$ cat config.mk
export PLATFORM = sky130hd
export DESIGN_NAME = tcdm_stream_reader_flat
export DESIGN_NICKNAME = d
export VERILOG_FILES = /design/src/rtl/tcdm_stream_reader_if.sv /design/src/rtl/tcdm_stream_reader.sv /design/src/flat_wrapper.sv
export SDC_FILE = /design/constraint.sdc
export NUM_CORES = 1
export LEC_CHECK = 0
export CORE_AREA = 4 4 170 172
export DETAILED_ROUTE_END_ITERATION = 7
export DIE_AREA = 0 0 174 176
export PLACE_DENSITY = 0.87
export SYNTH_ARGS = -nofsm -noshare
export SYNTH_HDL_FRONTEND = slang
export SYNTH_SLANG_ARGS = --single-unit
$ cat constraint.sdc
create_clock -name clk_i -period 9.1 [get_ports clk_i]
set_input_delay 2.275 -clock clk_i [delete_from_list [all_inputs] [get_ports clk_i]]
set_output_delay 2.275 -clock clk_i [all_outputs]
set_load 0.005 [all_outputs]
$ cat src/rtl/tcdm_stream_reader_if.sv
// rtl/tcdm_stream_reader_if.sv - config, TCDM requester and output stream bundle for tcdm_stream_reader
interface tcdm_stream_reader_if #(
   parameter int NarrowDataWidth = 64,
   parameter int TCDMAddrWidth   = 12,
   parameter int LenWidth        = 16
);
   logic                         cfg_valid_i;
   logic                         cfg_ready_o;
   logic [TCDMAddrWidth-1:0]     cfg_base_i;
   logic [TCDMAddrWidth-1:0]     cfg_stride_i;
   logic [LenWidth-1:0]          cfg_len_i;

   logic                         tcdm_req_write_o;
   logic [TCDMAddrWidth-1:0]     tcdm_req_addr_o;
   logic [3:0]                   tcdm_req_amo_o;
   logic [NarrowDataWidth-1:0]   tcdm_req_data_o;
   logic [4:0]                   tcdm_req_user_core_id_o;
   logic                         tcdm_req_user_is_core_o;
   logic [NarrowDataWidth/8-1:0] tcdm_req_strb_o;
   logic                         tcdm_req_q_valid_o;
   logic                         tcdm_rsp_q_ready_i;
   logic                         tcdm_rsp_p_valid_i;
   logic [NarrowDataWidth-1:0]   tcdm_rsp_data_i;

   logic [NarrowDataWidth-1:0]   out_data_o;
   logic                         out_valid_o;
   logic                         out_ready_i;

   logic                         busy_o;
   logic                         done_o;

   // Reader side: issues requests, owns the stream.
   modport master (
      input  cfg_valid_i, cfg_base_i, cfg_stride_i, cfg_len_i,
      input  tcdm_rsp_q_ready_i, tcdm_rsp_p_valid_i, tcdm_rsp_data_i,
      input  out_ready_i,
      output cfg_ready_o,
      output tcdm_req_write_o, tcdm_req_addr_o, tcdm_req_amo_o, tcdm_req_data_o,
      output tcdm_req_user_core_id_o, tcdm_req_user_is_core_o, tcdm_req_strb_o,
      output tcdm_req_q_valid_o,
      output out_data_o, out_valid_o, busy_o, done_o
   );

   // Environment side: configures, serves TCDM, consumes the stream.
   modport slave (
      output cfg_valid_i, cfg_base_i, cfg_stride_i, cfg_len_i,
      output tcdm_rsp_q_ready_i, tcdm_rsp_p_valid_i, tcdm_rsp_data_i,
      output out_ready_i,
      input  cfg_ready_o,
      input  tcdm_req_write_o, tcdm_req_addr_o, tcdm_req_amo_o, tcdm_req_data_o,
      input  tcdm_req_user_core_id_o, tcdm_req_user_is_core_o, tcdm_req_strb_o,
      input  tcdm_req_q_valid_o,
      input  out_data_o, out_valid_o, busy_o, done_o
   );
endinterface

$ cat src/rtl/tcdm_stream_reader.sv
// rtl/tcdm_stream_reader.sv - strided TCDM read requester feeding a credit-protected stream FIFO
module tcdm_stream_reader #(
   parameter int         NarrowDataWidth = 64,
   parameter int         TCDMAddrWidth   = 12,
   parameter int         FifoDepth       = 4,
   parameter int         LenWidth        = 16,
   parameter logic [4:0] CoreId          = 5'd0
) (
   input logic                 clk_i,
   input logic                 rst_i,
   tcdm_stream_reader_if.master bus
);

   localparam int PtrW = (FifoDepth > 1) ? $clog2(FifoDepth) : 1;
   localparam int CntW = PtrW + 1;
   localparam logic [CntW-1:0] Depth = CntW'(FifoDepth);

   typedef enum logic [1:0] {IDLE, ISSUE, DRAIN} state_e;

   state_e                     state_q;
   logic [TCDMAddrWidth-1:0]   addr_q;
   logic [TCDMAddrWidth-1:0]   stride_q;
   logic [LenWidth-1:0]        len_q;
   logic [LenWidth-1:0]        req_cnt_q;
   logic [LenWidth-1:0]        pop_cnt_q;
   logic                       done_q;

   // credits = requests in flight + words sitting in the FIFO
   logic [CntW-1:0]            credits_q;
   logic [CntW-1:0]            fifo_cnt_q;
   logic [PtrW-1:0]            wptr_q;
   logic [PtrW-1:0]            rptr_q;
   logic [NarrowDataWidth-1:0] mem_q [FifoDepth];

   logic                       q_valid;
   logic                       req_hs;
   logic                       cfg_fire;
   logic                       fifo_empty;
   logic                       fifo_full;
   logic                       push;
   logic                       pop;
   logic [LenWidth-1:0]        last_idx;

   assign q_valid    = (state_q == ISSUE) && (credits_q < Depth);
   assign req_hs     = q_valid && bus.tcdm_rsp_q_ready_i;
   assign cfg_fire   = bus.cfg_valid_i && (state_q == IDLE);
   assign fifo_empty = (fifo_cnt_q == '0);
   assign fifo_full  = (fifo_cnt_q == Depth);
   // A response is only accepted if some request is still outstanding; this
   // drops stragglers from a transfer that was cut short by reset.
   assign push       = bus.tcdm_rsp_p_valid_i && (fifo_cnt_q < credits_q);
   assign pop        = !fifo_empty && bus.out_ready_i;
   assign last_idx   = len_q - LenWidth'(1);

   // Transfer sequencing: address walk, request/pop counting, completion pulse
   always_ff @(posedge clk_i) begin
      if (rst_i) begin
         state_q   <= IDLE;
         addr_q    <= '0;
         stride_q  <= '0;
         len_q     <= '0;
         req_cnt_q <= '0;
         pop_cnt_q <= '0;
         done_q    <= 1'b0;
      end else begin
         done_q <= 1'b0;
         if (pop) pop_cnt_q <= pop_cnt_q + LenWidth'(1);
         case (state_q)
            IDLE: begin
               if (cfg_fire) begin
                  stride_q  <= bus.cfg_stride_i;
                  len_q     <= bus.cfg_len_i;
                  req_cnt_q <= '0;
                  pop_cnt_q <= '0;
                  if (bus.cfg_len_i == '0) begin
                     done_q <= 1'b1;
                  end else begin
                     addr_q  <= bus.cfg_base_i;
                     state_q <= ISSUE;
                  end
               end
            end
            ISSUE: begin
               if (req_hs) begin
                  addr_q    <= addr_q + stride_q;
                  req_cnt_q <= req_cnt_q + LenWidth'(1);
                  if (req_cnt_q == last_idx) state_q <= DRAIN;
               end
            end
            DRAIN: begin
               if (pop_cnt_q == len_q) begin
                  state_q <= IDLE;
                  done_q  <= 1'b1;
               end
            end
            default: state_q <= IDLE;
         endcase
      end
   end

   // Credit and FIFO occupancy bookkeeping
   always_ff @(posedge clk_i) begin
      if (rst_i) begin
         credits_q  <= '0;
         fifo_cnt_q <= '0;
         wptr_q     <= '0;
         rptr_q     <= '0;
      end else begin
         case ({req_hs, pop})
            2'b10:   credits_q <= credits_q + CntW'(1);
            2'b01:   credits_q <= credits_q - CntW'(1);
            default: credits_q <= credits_q;
         endcase
         case ({push, pop})
            2'b10:   fifo_cnt_q <= fifo_cnt_q + CntW'(1);
            2'b01:   fifo_cnt_q <= fifo_cnt_q - CntW'(1);
            default: fifo_cnt_q <= fifo_cnt_q;
         endcase
         if (push) wptr_q <= wptr_q + PtrW'(1);
         if (pop)  rptr_q <= rptr_q + PtrW'(1);
      end
   end

   // FIFO storage; contents need no reset since occupancy gates visibility
   always_ff @(posedge clk_i) begin
      if (push) mem_q[wptr_q] <= bus.tcdm_rsp_data_i;
   end

   assert property (@(posedge clk_i) disable iff (rst_i) !(bus.tcdm_rsp_p_valid_i && fifo_full));

   assign bus.cfg_ready_o             = (state_q == IDLE);
   assign bus.busy_o                  = (state_q != IDLE);
   assign bus.done_o                  = done_q;
   assign bus.tcdm_req_q_valid_o      = q_valid;
   assign bus.tcdm_req_addr_o         = addr_q;
   assign bus.tcdm_req_write_o        = 1'b0;
   assign bus.tcdm_req_amo_o          = 4'h0;
   assign bus.tcdm_req_data_o         = '0;
   assign bus.tcdm_req_user_core_id_o = CoreId;
   assign bus.tcdm_req_user_is_core_o = 1'b0;
   assign bus.tcdm_req_strb_o         = '1;
   assign bus.out_valid_o             = !fifo_empty;
   assign bus.out_data_o              = mem_q[rptr_q];

endmodule
$ cat src/flat_wrapper.sv
// flat-port wrapper written by rule: the top's interface ports become plain ports
module tcdm_stream_reader_flat 
#(
   parameter int         NarrowDataWidth = 64,
   parameter int         TCDMAddrWidth   = 12,
   parameter int         FifoDepth       = 4,
   parameter int         LenWidth        = 16,
   parameter logic [4:0] CoreId          = 5'd0
)
  (clk_i, rst_i, bus_cfg_valid_i, bus_cfg_base_i, bus_cfg_stride_i, bus_cfg_len_i, bus_tcdm_rsp_q_ready_i, bus_tcdm_rsp_p_valid_i, bus_tcdm_rsp_data_i, bus_out_ready_i, bus_cfg_ready_o, bus_tcdm_req_write_o, bus_tcdm_req_addr_o, bus_tcdm_req_amo_o, bus_tcdm_req_data_o, bus_tcdm_req_user_core_id_o, bus_tcdm_req_user_is_core_o, bus_tcdm_req_strb_o, bus_tcdm_req_q_valid_o, bus_out_data_o, bus_out_valid_o, bus_busy_o, bus_done_o);
  tcdm_stream_reader_if #(.NarrowDataWidth(NarrowDataWidth), .TCDMAddrWidth(TCDMAddrWidth), .LenWidth(LenWidth)) bus_i ();
  input logic clk_i;
  input logic rst_i;
  input wire logic [$bits(bus_i.cfg_valid_i)-1:0] bus_cfg_valid_i;
  input wire logic [$bits(bus_i.cfg_base_i)-1:0] bus_cfg_base_i;
  input wire logic [$bits(bus_i.cfg_stride_i)-1:0] bus_cfg_stride_i;
  input wire logic [$bits(bus_i.cfg_len_i)-1:0] bus_cfg_len_i;
  input wire logic [$bits(bus_i.tcdm_rsp_q_ready_i)-1:0] bus_tcdm_rsp_q_ready_i;
  input wire logic [$bits(bus_i.tcdm_rsp_p_valid_i)-1:0] bus_tcdm_rsp_p_valid_i;
  input wire logic [$bits(bus_i.tcdm_rsp_data_i)-1:0] bus_tcdm_rsp_data_i;
  input wire logic [$bits(bus_i.out_ready_i)-1:0] bus_out_ready_i;
  output wire logic [$bits(bus_i.cfg_ready_o)-1:0] bus_cfg_ready_o;
  output wire logic [$bits(bus_i.tcdm_req_write_o)-1:0] bus_tcdm_req_write_o;
  output wire logic [$bits(bus_i.tcdm_req_addr_o)-1:0] bus_tcdm_req_addr_o;
  output wire logic [$bits(bus_i.tcdm_req_amo_o)-1:0] bus_tcdm_req_amo_o;
  output wire logic [$bits(bus_i.tcdm_req_data_o)-1:0] bus_tcdm_req_data_o;
  output wire logic [$bits(bus_i.tcdm_req_user_core_id_o)-1:0] bus_tcdm_req_user_core_id_o;
  output wire logic [$bits(bus_i.tcdm_req_user_is_core_o)-1:0] bus_tcdm_req_user_is_core_o;
  output wire logic [$bits(bus_i.tcdm_req_strb_o)-1:0] bus_tcdm_req_strb_o;
  output wire logic [$bits(bus_i.tcdm_req_q_valid_o)-1:0] bus_tcdm_req_q_valid_o;
  output wire logic [$bits(bus_i.out_data_o)-1:0] bus_out_data_o;
  output wire logic [$bits(bus_i.out_valid_o)-1:0] bus_out_valid_o;
  output wire logic [$bits(bus_i.busy_o)-1:0] bus_busy_o;
  output wire logic [$bits(bus_i.done_o)-1:0] bus_done_o;
  assign bus_i.cfg_valid_i = bus_cfg_valid_i;
  assign bus_i.cfg_base_i = bus_cfg_base_i;
  assign bus_i.cfg_stride_i = bus_cfg_stride_i;
  assign bus_i.cfg_len_i = bus_cfg_len_i;
  assign bus_i.tcdm_rsp_q_ready_i = bus_tcdm_rsp_q_ready_i;
  assign bus_i.tcdm_rsp_p_valid_i = bus_tcdm_rsp_p_valid_i;
  assign bus_i.tcdm_rsp_data_i = bus_tcdm_rsp_data_i;
  assign bus_i.out_ready_i = bus_out_ready_i;
  assign bus_cfg_ready_o = bus_i.cfg_ready_o;
  assign bus_tcdm_req_write_o = bus_i.tcdm_req_write_o;
  assign bus_tcdm_req_addr_o = bus_i.tcdm_req_addr_o;
  assign bus_tcdm_req_amo_o = bus_i.tcdm_req_amo_o;
  assign bus_tcdm_req_data_o = bus_i.tcdm_req_data_o;
  assign bus_tcdm_req_user_core_id_o = bus_i.tcdm_req_user_core_id_o;
  assign bus_tcdm_req_user_is_core_o = bus_i.tcdm_req_user_is_core_o;
  assign bus_tcdm_req_strb_o = bus_i.tcdm_req_strb_o;
  assign bus_tcdm_req_q_valid_o = bus_i.tcdm_req_q_valid_o;
  assign bus_out_data_o = bus_i.out_data_o;
  assign bus_out_valid_o = bus_i.out_valid_o;
  assign bus_busy_o = bus_i.busy_o;
  assign bus_done_o = bus_i.done_o;
  tcdm_stream_reader #(.NarrowDataWidth(NarrowDataWidth), .TCDMAddrWidth(TCDMAddrWidth), .FifoDepth(FifoDepth), .LenWidth(LenWidth), .CoreId(CoreId)) u_core (.clk_i(clk_i), .rst_i(rst_i), .bus(bus_i));
endmodule
==> impl_metrics.tcl <==
set metrics [dict create \
    cp.arrival_ns 3.06 \
    start_util_pct 54.0 \
    cts_tree "built" \
    hold_path_depth 2 \
    place_hpwl_mm 19.3 \
    ioPinCount 274 \
    synth_edf_count 256 \
    final_layout_size_suffix_gt1_share_pct 11.9 \
    dieArea_um2 30600 \
    relSlewSlack_pct 19.7 \
    ys.flop_type "edfxtp_1" \
    wirelength_mm 29.9 \
    layout_min_cycle_time_ns 5.33 \
    synth_area_per_cell_um2 14.2 \
    met3_length_mm 1.73 \
    route.met2.wl_mm 15.7 \
    seqPwrFrac_pct 45.5 \
    ys_seq_area_share_pct 63.5 \
    vias 8756 \
    rsz0062_at_grt "false" \
    path_class "reg2out" \
    hold_viol_final 0 \
    p_sw_w 0.00104 \
    skew_ns 0.0160 \
    p_int_w 0.00317 \
    top_layer "met5" \
    die_w_um 174 \
    leakage_nw 6.02 \
    grt_max_degree 65 \
    wl_met1_mm 12.2 \
    hold_ws_ns 0.461 \
    p_per_area_nw_per_um2 236 \
    grt_pass1_vias 8445 \
    endpoint_kind "output port" \
    status "completed" \
    ys_ff_latch 343 \
    p_clk_share_pct 32.8 \
    clkTransAtPathRegs_ns 0.06 \
    syn-cell-area_um2 14800 \
    numClockSinks 343 \
    worstSkewPairLatency_ns 0.51 \
    fin_crit_sh_pct 58.6 \
    die_h_um 176 \
    synthArstFlopShare_pct 0 \
    finalSetupViolCount 0 \
    postCtsSetupBuffers 0 \
    crit_required_ns 6.83 \
    holdBufCountCts 0 \
    finalSetupTns_ns 0 \
    vdd_ir_drop_max_v 0.000155 \
    path_max_fanout 53 \
    post_drt_via_cell_ratio 5.48 \
    grtUsageTotal_pct 18.8 \
    port_buffers 190 \
    antenna_cells 0 \
    maxCapViolations 0 \
    numCtsBuffers 35 \
    cts-htree-levels 2 \
    comb_power_share_pct 21.7 \
    antenna_left 0 \
    syn_inst 1043 \
    ff2ff_path_depth 7 \
    antenna_found_initial 1 \
    grt_pass1_wl_mm 46.2 \
    final_nets 1361 \
    cp-start-kind "flop" \
    netSwitchingFraction_pct 24.7 \
    root_buffer "clkbuf_16" \
    fmax_ghz 0.188 \
    yosysUniqueCellTypes 65 \
    drt_iter0_drc 683 \
    slew_violations 0 \
    cts_resized 0 \
    cts_buffer_depth 3 \
    wl_per_cell_um 18.7 \
    num_rows 61 \
    yosysWarnings 0 \
    fp.coreArea_um2 27500 \
    area_growth_pct 20.2 \
    gp_congestion 0.811 \
    hold_class "reg2reg" \
    gr-total-overflow 0 \
    drc 0 \
    worstMarginPinSlew_ns 1.21 \
    drt_pre_antenna_iters 5 \
]
## worst max-delay path, stage by stage, from the launching register on
cell,delay (ns)
dfxtp_4,0.49
buf_4,0.82
mux4_2,0.65
clkdlybuf4s50_1,0.50
## flip-flops by register name, summed over array words and instances (netlist names), named ones only
| register | cells |
|---|---|
| u_core.bus.done_o | 1 |
| u_core.bus.tcdm_req_addr_o | 12 |
| u_core.credits_q | 3 |
| u_core.fifo_cnt_q | 3 |
| u_core.len_q | 16 |
| u_core.mem_q | 256 |
| u_core.pop_cnt_q | 16 |
| u_core.req_cnt_q | 16 |
| u_core.rptr_q | 2 |
| u_core.state_q | 2 |
| u_core.stride_q | 12 |
| u_core.wptr_q | 2 |
## layout make-up
class                   instances  area [µm²]
clock buffers                  40         936
fillers                      1948        9640
flip-flops and latches        343        9430
inverters                      20        75.1
clock inverters                24         189
repair buffers                199        1960
multi-input cells             627        4800
well taps                     346         433
## cell usage in the layout, fill, tap and decap left out, drive strengths merged, types with 3 or more instances in the layout
cell	instances
a211oi	8
a21boi	3
a21o	3
a21oi	53
a311oi	3
a31oi	4
and2	7
and3	8
buf	10
clkbuf	40
clkdlybuf4s50	189
clkinv	17
clkinvlp	3
conb	83
dfxtp	87
edfxtp	256
fa	3
ha	22
inv	22
mux2i	9
mux4	64
nand2	83
nand2b	7
nand3	14
nand3b	3
nand4	16
nor2	70
nor2b	6
nor3	14
nor3b	4
nor4	9
o211ai	5
o21a	3
o21ai	20
or3	10
xnor2	38
xor2	32
## through the flow
step	utilization (%)	instances	power, W	instance area (µm²)	setup WS (ns)
2_1_floorplan	-	1124	0.00244	15100	4.49
3_3_place_gp	60.8	1535	0.00283	16700	4.31
3_5_place_dp	60.8	1535	0.00286	16700	4.27
4_1_cts	64.9	1599	0.00426	17800	3.70
5_1_grt	64.9	1599	0.00440	17800	3.55
6_report	64.9	1599	0.00420	17800	3.77
## layer usage
layer | vias up | global-route usage (%)
met5 | - | 0
met4 | 2 | 3.60
met3 | 35 | 3.38
met2 | 313 | 33.2
met1 | 4339 | 24.8
li1 | 4067 | -
## synth_stat cells (all sizes together), types with 5 or more instances
cell	number	share of area [%]
a211oi	8	0.40
a21oi	53	1.8
and2	7	0.30
and3	8	0.34
buf	104	4.9
clkbuf	30	0.76
dfxtp	87	12
edfxtp	256	52
ha	22	1.9
inv	20	0.51
mux2i	9	0.61
mux4	64	9.7
nand2	83	2.1
nand2b	7	0.31
nand3	14	0.47
nand4	16	0.67
nor2	70	1.8
nor2b	6	0.25
nor3	14	0.51
nor4	9	0.67
o211ai	5	0.25
o21ai	20	0.67
or3	10	0.42
xnor2	38	2.2
xor2	32	1.9
## kinds of logic (layout without fill, tap and decap cells)
kind of cell / count (synthesis) / count (layout) / share of synthesized area [%]
buf+inv: 154 / 283 / 6.19
fa+ha+maj: 25 / 25 / 2.26
flops: 343 / 343 / 63.5
compound gates: 116 / 116 / 4.79
other cells: 2 / 83 / 0.0506
simple gates: 260 / 260 / 8.71
xor+xnor: 70 / 70 / 4.13
mux: 73 / 73 / 10.3
## power groups by stage
stage                     combinational [W]  sequential [W]  clock, W
after global routing               0.000988         0.00193   0.00149
final                              0.000914         0.00191   0.00138
after CTS                          0.000929         0.00191   0.00142
after detailed placement           0.000918         0.00194         0
after global placement             0.000900         0.00193         0
after floorplan                    0.000527         0.00191         0
## worst paths after layout
kind                       startpoint             endpoint  slack [ns]
hold reg to reg    u_core.stride_q[0]   u_core.stride_q[0]        0.46
setup reg to reg  u_core.credits_q[1]  u_core.mem_q[0][27]        6.41
hold / removal     u_core.stride_q[0]   u_core.stride_q[0]        0.46
setup / recovery                 flop    bus_out_data_o[2]        3.77
(Power assumes the default switching activity.)
